## src/rtl/lsu.sv

```systemverilog
// Load/store unit between the decoder and a word-wide data-memory bus.
// Loads answer in the second request cycle; stores follow the bus handshake.
module lsu #(
    parameter int unsigned ADDR_WIDTH = 32
) (
    input  logic                  clk_i,
    input  logic                  rst_i,
    input  logic                  mem_r_en_i,
    input  logic                  mem_wr_en_i,
    input  logic                  mem_r_sext_i,
    input  logic [1:0]            mem_acc_r_i,
    input  logic [1:0]            mem_acc_w_i,
    input  logic [ADDR_WIDTH-1:0] addr_i,
    input  logic [31:0]           wdata_i,
    output logic [31:0]           rdata_o,
    output logic                  mem_wr_ready_o,
    output logic                  err_o,
    output logic                  bus_req_o,
    output logic                  bus_we_o,
    output logic [ADDR_WIDTH-1:0] bus_addr_o,
    output logic [3:0]            bus_be_o,
    output logic [31:0]           bus_wdata_o,
    input  logic                  bus_ready_i,
    input  logic [31:0]           bus_rdata_i
);

    localparam int unsigned DATA_W = 32;
    localparam int unsigned BE_W   = DATA_W / 8;

    typedef enum logic [1:0] {
        IDLE    = 2'd0,
        RD_DATA = 2'd1,
        WR_REQ  = 2'd2,
        WR_DONE = 2'd3
    } state_t;

    state_t                state;
    logic [ADDR_WIDTH-1:0] wr_addr;
    logic [BE_W-1:0]       wr_be;
    logic [DATA_W-1:0]     wr_data;
    logic                  wr_err;
    logic [1:0]            rd_off;
    logic [1:0]            rd_size;
    logic                  rd_sext;
    logic                  rd_err;

    logic [1:0]            off;
    logic [ADDR_WIDTH-1:0] word_addr;
    logic                  rd_req_c;
    logic [7:0]            rd_byte;
    logic [15:0]           rd_half;

    function automatic logic size_legal(input logic [1:0] size, input logic [1:0] o);
        case (size)
            2'b00:   return 1'b1;
            2'b01:   return ~o[0];
            2'b10:   return (o == 2'b00);
            default: return 1'b0;
        endcase
    endfunction

    function automatic logic [BE_W-1:0] size_be(input logic [1:0] size, input logic [1:0] o);
        case (size)
            2'b00:   return 4'b0001 << o;
            2'b01:   return 4'b0011 << o;
            2'b10:   return 4'b1111;
            default: return 4'b0000;
        endcase
    endfunction

    function automatic logic [DATA_W-1:0] lane_rep(input logic [1:0] size, input logic [DATA_W-1:0] d);
        case (size)
            2'b00:   return {4{d[7:0]}};
            2'b01:   return {2{d[15:0]}};
            default: return d;
        endcase
    endfunction

    assign off       = addr_i[1:0];
    assign word_addr = {addr_i[ADDR_WIDTH-1:2], 2'b00};

    // Read requests go out in the decoder's EXEC cycle; reset suppresses them at once.
    assign rd_req_c = (state == IDLE) && !rst_i && !mem_wr_en_i && mem_r_en_i
                      && size_legal(mem_acc_r_i, off);

    assign bus_req_o      = rd_req_c || (state == WR_REQ);
    assign bus_we_o       = (state == WR_REQ);
    assign mem_wr_ready_o = (state == WR_DONE);
    assign err_o          = ((state == WR_DONE) && wr_err) || ((state == RD_DATA) && rd_err);

    always_comb begin
        bus_addr_o  = '0;
        bus_be_o    = '0;
        bus_wdata_o = '0;
        if (state == WR_REQ) begin
            bus_addr_o  = wr_addr;
            bus_be_o    = wr_be;
            bus_wdata_o = wr_data;
        end else if (rd_req_c) begin
            bus_addr_o = word_addr;
            bus_be_o   = size_be(mem_acc_r_i, off);
        end
    end

    assign rd_byte = bus_rdata_i[{rd_off, 3'b000} +: 8];
    assign rd_half = bus_rdata_i[{rd_off[1], 4'b0000} +: 16];

    // Lane select and extension of the returning read word.
    always_comb begin
        rdata_o = '0;
        if ((state == RD_DATA) && !rd_err) begin
            case (rd_size)
                2'b00:   rdata_o = {{24{rd_sext & rd_byte[7]}}, rd_byte};
                2'b01:   rdata_o = {{16{rd_sext & rd_half[15]}}, rd_half};
                default: rdata_o = bus_rdata_i;
            endcase
        end
    end

    always_ff @(posedge clk_i or posedge rst_i) begin
        if (rst_i) begin
            state   <= IDLE;
            wr_addr <= '0;
            wr_be   <= '0;
            wr_data <= '0;
            wr_err  <= 1'b0;
            rd_off  <= '0;
            rd_size <= '0;
            rd_sext <= 1'b0;
            rd_err  <= 1'b0;
        end else begin
            case (state)
                IDLE: begin
                    if (mem_wr_en_i) begin
                        wr_addr <= word_addr;
                        wr_be   <= size_be(mem_acc_w_i, off);
                        wr_data <= lane_rep(mem_acc_w_i, wdata_i);
                        wr_err  <= !size_legal(mem_acc_w_i, off);
                        state   <= size_legal(mem_acc_w_i, off) ? WR_REQ : WR_DONE;
                    end else if (mem_r_en_i) begin
                        rd_off  <= off;
                        rd_size <= mem_acc_r_i;
                        rd_sext <= mem_r_sext_i;
                        rd_err  <= !size_legal(mem_acc_r_i, off);
                        state   <= RD_DATA;
                    end
                end
                RD_DATA: state <= IDLE;
                WR_REQ: begin
                    if (bus_ready_i) begin
                        state <= WR_DONE;
                    end
                end
                WR_DONE: state <= IDLE;
                default: state <= IDLE;
            endcase
        end
    end

endmodule

```

## config.mk

```make
export PLATFORM = sky130hd
export DESIGN_NAME = lsu
export DESIGN_NICKNAME = d
export VERILOG_FILES = /design/src/rtl/lsu.sv
export SDC_FILE = /design/constraint.sdc
export NUM_CORES = 1
export LEC_CHECK = 0
export ABC_AREA = 1
export CAP_MARGIN = 20
export CORE_MARGIN = 2
export CORE_UTILIZATION = 36
export CTS_CLUSTER_DIAMETER = 50
export CTS_CLUSTER_SIZE = 12
export DETAILED_ROUTE_END_ITERATION = 8
export HOLD_SLACK_MARGIN = 0.03
export MAX_ROUTING_LAYER = met4
export PLACE_DENSITY = 0.7
export REMOVE_ABC_BUFFERS = 1
export SLEW_MARGIN = 20
export SYNTH_ARGS = -nofsm -noshare
export SYNTH_HDL_FRONTEND = slang
export SYNTH_SLANG_ARGS = --single-unit
```

## constraint.sdc

```tcl
create_clock -name clk_i -period 5.45 [get_ports clk_i]
set_clock_uncertainty 0.2 [all_clocks]
set_input_delay 1.3625 -clock clk_i [delete_from_list [all_inputs] [get_ports clk_i]]
set_output_delay 1.3625 -clock clk_i [all_outputs]
set_load 0.01 [all_outputs]
```

==> results_dict.tcl <==
set metrics [dict create \
    numCtsBuffers 9 \
    design_area_sq_um 7300 \
    grt_pass1_vias 4541 \
    grt-ovfl-total 0 \
    crit_path_end "bus_addr_o[30]" \
    drt_wl_total_microns 14400 \
    post-place-ws_ns 0.199 \
    wire_per_inst_microns 13.6 \
    clk_latency_ns 0.32 \
    max_slew_margin_pct 38.8 \
    startpoint "addr_i[0]" \
    area_delta_synth_final_pct 50.9 \
    dieHeight_microns 120 \
    synth_ff_type "dfrtp_1" \
    cts_tree "done" \
    status "finished, final reports clean" \
    via_count 4978 \
    grt_max_degree 86 \
    drcViolationCount 0 \
    ioPinCount 210 \
    ir_drop_mv 0.226 \
    rr_endpoint "wr_data[31]$_DFFE_PP0P_" \
    dp_cells 1042 \
    die_w_microns 120 \
    slew_viol_final 0 \
    drive_gt1_share_pct 9.85 \
    cts_root_buf "clkbuf_16" \
    required_ns 3.89 \
    async_flop_share_pct 100 \
    final.setup.tns_ns 0 \
    synth_cell_type_count 38 \
    post_dp_cell_area_sq_um 6990 \
    gp_congestion 0.834 \
    ys_ff_latch 75 \
    via_per_inst 4.70 \
    worstPathCellList "clkdlybuf4s50_1 > inv_1 > ha_1 > o21ai_0 > o21ai_0 > nand3_2 > buf_12 > clkbuf_16 > o21ai_2 > clkdlybuf4s50_1" \
    r2r_slack_ns 3.58 \
    portBuffers 207 \
    dp_hpwl_microns 10400 \
    synth_area_leaders "dfrtp_1 39%, nand2_1 15%, o21ai_0 7.7%, inv_1 7.5%, nor2_1 5.6%" \
    power.leakage_nw 3.45 \
    fin_crit_sh_pct 96.7 \
    yosysSeqAreaShare_pct 38.8 \
    cp-start-kind "input pin" \
    layout.nets 991 \
    worst-r2r-cell-count 5 \
    ys.warnings.count 0 \
    fin_cells 1059 \
    slowest_stage "clkdlybuf4s50_1" \
    drt-pass1-iter-count 5 \
    cts_max_level 3 \
    cts_buffer_depth 2 \
    clkTransAtPathRegs_ns 0.05 \
    hold_path_class "reg -> reg" \
    setup_viol 0 \
    cts_sinks 75 \
    syn_avg_cell_area_sq_um 7.02 \
    path_max_fanout 16 \
    postSynthCellCount 689 \
    initial_core_util_pct 36.7 \
    fin_ws_ns 0.180 \
    max_freq_mhz 190 \
    die_area_sq_um 14400 \
    tightest_slew_ns 0.917 \
    yosysTopAreaCell "dfrtp_1" \
    grt_usage_pct 20.4 \
    arrival_ns 3.71 \
    hold_viol_final 0 \
    cpPeakStageDelay_ns 0.55 \
    worst-setup-path-type "in -> out" \
    cts.hold.buffers_added 0 \
    drtIter0Drc 254 \
    synth.cell_area_sq_um 4840 \
    antenna_found_initial 0 \
    fillCellCount 1222 \
    grt_pass1_wl_microns 22900 \
    core_area_sq_um 13200 \
    multi_input_area_sq_um 2360 \
    synth_edf_count 0 \
    rows 42 \
    power_per_cell_area_nw_per_um2 439 \
    timing.rr.start "state[1]$_DFFE_PP0P_" \
    fin_crit_ns 5.27 \
    ant_nets 0 \
    crit_path_end_kind "primary output" \
    netlist.area_leader.share_pct 38.8 \
    n_antenna_cell 0 \
    power_w 0.00321 \
    drv_cap 0 \
    seq_area_sq_um 1880 \
]
## routing by layer
layer	part of all wire, %	track usage, %	up-vias	wire length [microns]
met1	45	26.1	2249	6500
met5	0	-	-	0
met4	0.94	6.32	0	136
li1	-	-	2533	-
met2	46	32.1	185	6660
met3	7.7	5.09	11	1100
## power by group
group | leakage [nW] | switching (W) | internal [W]
Combinational | 2.42 | 0.000905 | 0.000776
Clock | 0.128 | 0.000211 | 0.000316
Sequential | 0.903 | 0.000175 | 0.000824
## synth_stat cells (2+ instances only)
cell type / count
inv_1: 97
nor2_1: 72
a211oi_1: 7
buf_4: 3
or2_2: 7
a31oi_1: 9
o21ai_2: 29
o211ai_1: 7
nand3_1: 11
dfrtp_1: 75
nor2_4: 3
buf_2: 14
a21oi_1: 15
clkbuf_1: 14
ha_1: 5
nor2_2: 10
o21ai_1: 2
a21boi_0: 8
nand3_2: 2
nand2_1: 197
o21ai_0: 74
nand2_4: 3
inv_2: 3
buf_6: 6
o22ai_1: 3
## layout by cell type (no fill, tap or decap), drive strengths merged
cell type,Yosys,final
a31oi,9,9
or2,8,8
ha,5,5
o22ai,3,3
nand3,13,13
a21boi,8,8
clkbuf,14,13
a211oi,7,7
inv,102,101
buf,24,9
clkinv,0,3
nand2,201,201
a32oi,1,1
o221ai,1,1
nor3,2,2
dfrtp,75,75
o211ai,7,7
nor2,85,85
conb,1,2
a21oi,15,15
mux2,1,1
o31ai,1,1
clkdlybuf4s50,0,207
o21ai,105,105
a22oi,1,1
## logic make-up after synthesis
kind of cell	Yosys count	synth area share, %
muxes	1	0.233
and+or+nand+nor	309	26.7
DFF	75	38.8
other	1	0.0775
buffers and inverters	140	12.6
adders and majority gates	5	1.29
AOI/OAI and AO/OA	158	20.3
## worst min path at each step
stage / from / endpoint / cells after the start
finish: wr_addr[19]$_DFFE_PP0P_ / wr_addr[19]$_DFFE_PP0P_ / 2
global route: wr_addr[11]$_DFFE_PP0P_ / wr_addr[11]$_DFFE_PP0P_ / 2
CTS: wr_addr[19]$_DFFE_PP0P_ / wr_addr[19]$_DFFE_PP0P_ / 2
detailed placement: wr_addr[19]$_DFFE_PP0P_ / wr_addr[19]$_DFFE_PP0P_ / 2
global placement: wr_addr[31]$_DFFE_PP0P_ / wr_addr[31]$_DFFE_PP0P_ / 2
floorplan: wr_be[2]$_DFFE_PP0P_ / wr_be[2]$_DFFE_PP0P_ / 2
## flip-flops by register name (all words and copies together) (netlist names)
register,cells
rd_size,2
rd_sext,1
rd_err,1
state,2
wr_be,4
wr_data,32
rd_off,2
wr_err,1
wr_addr,30
## final cells by class
cell class / instances / share of cell area (%)
Timing Repair Buffer: 217 / 30.0
Tap cell: 176 / 3.02
Multi-Input combinational cell: 475 / 32.3
Clock inverter: 2 / 0.188
Sequential cell: 75 / 25.7
Inverter: 102 / 5.40
Clock buffer: 12 / 3.38
## per-stage QoR
stage / util [%] / hold WS, ns
final: 55.4 / 0.286
after global routing: 55.4 / 0.311
after CTS: 54.9 / 0.287
after detailed placement: 53.0 / 0.274
after global placement: 53.0 / 0.267
after floorplan: - / 0.252
## repair_timing
action	CTS	global route
hold endpoints to repair	0	0
setup buffers	0	2
gates resized for setup	0	0
setup endpoints to repair	0	5
## critical path: cells and delay by family
kind	cells	cell delay, ns
buffers and inverters	5	1.60
and+or+nand+nor	1	0.21
AOI/OAI and AO/OA	3	0.34
adders and majority gates	1	0.18
No activity file was read; power rests on OpenSTA's default activity.
